[config.mk]
export PLATFORM = sky130hd
export DESIGN_NAME = video_shifter
export DESIGN_NICKNAME = d
export VERILOG_FILES = /design/src/rtl/video_shifter_pkg.sv /design/src/rtl/edge_detect.sv /design/src/rtl/video_shifter.sv
export SDC_FILE = /design/constraint.sdc
export NUM_CORES = 1
export LEC_CHECK = 0
export CORE_ASPECT_RATIO = 1.4
export CORE_MARGIN = 8
export CORE_UTILIZATION = 56
export CTS_BUF_LIST = sky130_fd_sc_hd__clkbuf_8
export DETAILED_ROUTE_END_ITERATION = 12
export MAX_ROUTING_LAYER = met4
export PLACE_DENSITY_LB_ADDON = 0.2
export SLEW_MARGIN = 20
export SYNTH_ARGS = -nofsm -noshare
export SYNTH_HDL_FRONTEND = slang
export SYNTH_HIERARCHICAL = 1
export SYNTH_SLANG_ARGS = --single-unit
[constraint.sdc]
create_clock -name clk16 -period 1.2 [get_ports clk16]
set_input_delay 0.3 -clock clk16 [delete_from_list [all_inputs] [get_ports clk16]]
set_output_delay 0.3 -clock clk16 [all_outputs]
set_load 0.01 [all_outputs]
[src/rtl/video_shifter_pkg.sv]
// Shared constants for the video_shifter pixel serializer.
package video_shifter_pkg;
    localparam int GLYPH_W          = 8;
    localparam int ACTIVE_DELAY_MIN = 1;
    localparam int ACTIVE_DELAY_MAX = 3;
endpackage

[src/rtl/edge_detect.sv]
// One-bit input sampler with rise/fall detection against the previous sample.
module edge_detect (
    input  logic clk,
    input  logic rst,
    input  logic din,
    output logic rise,
    output logic fall
);
    logic cur;
    logic prev;

    always_ff @(posedge clk or posedge rst) begin
        if (rst) begin
            cur  <= 1'b0;
            prev <= 1'b0;
        end else begin
            cur  <= din;
            prev <= cur;
        end
    end

    // Cleared history makes an input held high across reset count as a rise.
    assign rise = cur & ~prev;
    assign fall = ~cur & prev;
endmodule

[src/rtl/video_shifter.sv]
// Pixel serializer: latches char/glyph from the shared bus, shifts one bit per pixel,
// applies reverse video and delayed active-area blanking.
module video_shifter
    import video_shifter_pkg::*;
#(
    parameter int ACTIVE_DELAY  = 1,
    parameter bit INVERT_OUTPUT = 1'b0
) (
    input  logic               clk16,
    input  logic               reset,
    input  logic               pixel_clk,
    input  logic               char_clk,
    input  logic               h_active,
    input  logic               v_active,
    input  logic               video_ram_strobe,
    input  logic               video_rom_strobe,
    input  logic [GLYPH_W-1:0] data_in,
    output logic               video,
    output logic               glyph_miss
);
    if (ACTIVE_DELAY < ACTIVE_DELAY_MIN || ACTIVE_DELAY > ACTIVE_DELAY_MAX) begin : g_bad_delay
        $error("video_shifter: ACTIVE_DELAY out of range 1..3");
    end

    logic pix_rise, pix_fall, char_rise, char_fall;
    logic ram_rise, ram_fall, rom_rise, rom_fall;

    edge_detect u_pix  (.clk(clk16), .rst(reset), .din(pixel_clk),        .rise(pix_rise),  .fall(pix_fall));
    edge_detect u_char (.clk(clk16), .rst(reset), .din(char_clk),         .rise(char_rise), .fall(char_fall));
    edge_detect u_ram  (.clk(clk16), .rst(reset), .din(video_ram_strobe), .rise(ram_rise),  .fall(ram_fall));
    edge_detect u_rom  (.clk(clk16), .rst(reset), .din(video_rom_strobe), .rise(rom_rise),  .fall(rom_fall));

    logic [GLYPH_W-1:0] data_q;
    logic               hv_q;
    logic [GLYPH_W-1:0] char_q;
    logic [GLYPH_W-1:0] glyph_q;
    logic               glyph_valid;
    logic [GLYPH_W-1:0] shift;
    logic               rev;
    logic [ACTIVE_DELAY-1:0] dl;
    logic [ACTIVE_DELAY:0]   dl_nxt;
    logic               act;
    logic               pix;
    logic               load;

    assign load   = char_rise;
    assign dl_nxt = {dl, hv_q};
    assign act    = dl[ACTIVE_DELAY-1];
    assign pix    = act & (shift[GLYPH_W-1] ^ rev);

    // Bus data and display enables are sampled alongside the strobes so they line up.
    always_ff @(posedge clk16 or posedge reset) begin
        if (reset) begin
            data_q <= '0;
            hv_q   <= 1'b0;
        end else begin
            data_q <= data_in;
            hv_q   <= h_active & v_active;
        end
    end

    always_ff @(posedge clk16 or posedge reset) begin
        if (reset) begin
            char_q  <= '0;
            glyph_q <= '0;
        end else begin
            if (ram_fall) char_q  <= data_q;
            if (rom_fall) glyph_q <= data_q;
        end
    end

    // A ROM fall coinciding with a load re-arms glyph_valid for the next character.
    always_ff @(posedge clk16 or posedge reset) begin
        if (reset) begin
            shift       <= '0;
            rev         <= 1'b0;
            dl          <= '0;
            glyph_valid <= 1'b0;
            glyph_miss  <= 1'b0;
        end else begin
            glyph_miss <= 1'b0;
            if (load) begin
                shift       <= glyph_q;
                rev         <= char_q[GLYPH_W-1];
                dl          <= dl_nxt[ACTIVE_DELAY-1:0];
                glyph_miss  <= ~glyph_valid;
                glyph_valid <= 1'b0;
            end else if (pix_rise) begin
                shift <= {shift[GLYPH_W-2:0], 1'b0};
            end
            if (rom_fall) glyph_valid <= 1'b1;
        end
    end

    always_ff @(posedge clk16 or posedge reset) begin
        if (reset) video <= INVERT_OUTPUT;
        else       video <= pix ^ INVERT_OUTPUT;
    end

    logic unused_bits;
    assign unused_bits = ^{pix_fall, char_fall, ram_rise, rom_rise, char_q[GLYPH_W-2:0]};
endmodule
==> results.cfg <==
[outcome]
outcome = complete, no violations

[die]
io_pins = 18
rows = 21
chipWidth_um = 58.47
core_area_um2 = 2391
start_util_pct = 59.13
die_h_um = 75.45
dieArea_um2 = 4411

[clocking]
insertion_delay_ns = 0.29
cts_setup_buffers = 0
clk_path_buf_depth = 2
cts_tree = yes
clk_pin_slew_ns = 0.07
cts-root-buf = clkbuf_8
h-tree-depth = 2
cts_hold_buf = 0
cts_made_buffers = 5
clkSinkCount = 39

[timing]
hold_ws_ns = 0.2703
relSlewSlack_pct = 84.58
max_freq_mhz = 860.4
fin_crit_sh_pct = 96.85
min_period_ns = 1.162
grt_setup_unrepaired = false
hold_violations = 0
slew_violations = 0
finClkSkew_ns = 0.006721
setup_viol = 0
worst_slew_pin_slew_ns = 0.2313

[setup_path]
crit_type = register to register
worstPathRequired_ns = 1.38
start_kind = register
worstSetupEndpointType = register
cp_data_arrival_time_ns = 1.34
crit_path_max_fanout = 4

[synth]
avgSynthCellArea_um2 = 15.20
syn_inst = 93
syn_nets = 109
synth_area_um2 = 1414
yosys_warnings = 6

[global_routing]
grt_pass1_vias = 797
grt_busiest_layer = met2
grt_max_degree = 32
track_usage_pct = 11.48
gr-usage-met3_pct = 5.574
use_met2_pct = 17.34
antenna_found_initial = 0
grtUsageMet1_pct = 12.04
overflow = 0
grt_pass1_wl_mm = 3.505

[detailed_routing]
via_count = 734
dr.pass1.iters = 4
drt_iter0_markers = 9
remaining_drc_errors = 0
routed_wl_mm = 2.029
route.detailed.wl_per_inst_um = 13.35
viasPerCell = 4.829
ant_nets = 0

[layout]
antenna_cells = 0
drive_gt1_share_pct = 21.19
final_cell_mix = 39 x dfrtp_1, 15 x clkdlybuf4s50_1, 10 x mux2_4, 8 x nand2_1, 8 x o21ai_1
stdcell_area_um2 = 1728
nFillCells = 166
nets = 133
seq_area_um2 = 975.9
area_growth_pct = 22.21
multi_input_comb_area_um2 = 379.1
final_common_cell = dfrtp_1

[placed_design]
io_buffer_count = 17
place_hpwl_mm = 1.436
place_congestion = 0.6984
dpl_cell_area_um2 = 1629

[min_path]
hold_path.class = input pin to asynchronous set/reset pin

[pwr]
powerDensity_nw_per_um2 = 1614
irDropWorstVdd_mv = 1.203
power_leakage_nw = 0.8093

[job]
maxCapViolations = 0
worst max-delay path, cell delays in order, from the launching register on:
cell and delay, ns:
dfrtp_1 0.40, and2b_1 0.34, mux2_4 0.32
registers in the layout, summed over array words and instances, names as in the netlist:
register and count:
u_ram/cur 1, u_char/prev 1, u_rom/cur 1, u_char/cur 1, u_pix/cur 1, char_q 1
glyph_valid 1, u_ram/prev 1, hv_q 1, video 1, shift 8, act 1
u_rom/prev 1, glyph_q 8, u_pix/prev 1, data_q 8, glyph_miss 1, rev 1
final timing paths:
kind	from	to	slack, ns	depth (start not counted)
worst max-delay path	u_rom/cur	glyph_q[1]	0.04	2
min in group clk16	u_char/cur	u_char/prev	0.37	0
max in group asynchronous	reset	data_q[0]	0.56	3
worst max register to register	u_rom/cur	glyph_q[1]	0.04	2
worst min register to register	u_char/cur	u_char/prev	0.37	0
worst min-delay path	reset	u_pix/prev	0.27	2
power breakdown:
part           total [mW]  switching (mW)  internal [mW]
clock network       0.919           0.404          0.515
logic               0.324           0.121          0.203
registers            1.55          0.0787           1.47
area by class of cell:
| type | instances | area share, % |
|---|---|---|
| Sequential cell | 39 | 56.48 |
| Inverter | 6 | 1.303 |
| Clock buffer | 7 | 5.576 |
| Tap cell | 34 | 2.462 |
| Timing Repair Buffer | 20 | 12.02 |
| Clock inverter | 1 | 0.2172 |
| Multi-Input combinational cell | 45 | 21.94 |
per-stage QoR:
stage	worst slack (ns)	cells	total power [mW]	util, %	setup TNS (ns)
final	0.03780	152	2.788	72.27	0
after global routing	0.004382	152	2.932	72.27	0
after CTS	0.01151	151	2.831	72.37	0
after detailed placement	-0.004556	143	1.901	68.13	-0.01434
after global placement	0.03843	143	1.879	68.13	0
after floorplan	0.08907	93	1.777	-	0
per-layer routing:
metal / wire length [um] / share of wire (%) / up-vias
met5: 0 / 0 / -
met4: 49 / 2.4 / 0
met3: 91 / 4.5 / 6
met2: 1030 / 51 / 16
met1: 858 / 42 / 363
li1: - / - / 349
repair_timing:
action                     4_1_cts  5_1_grt
pin swaps                        0        0
cloned                           0        1
gates resized for setup          5        2
setup endpoints to repair       10        5
Power figures use the tool's default switching activity.
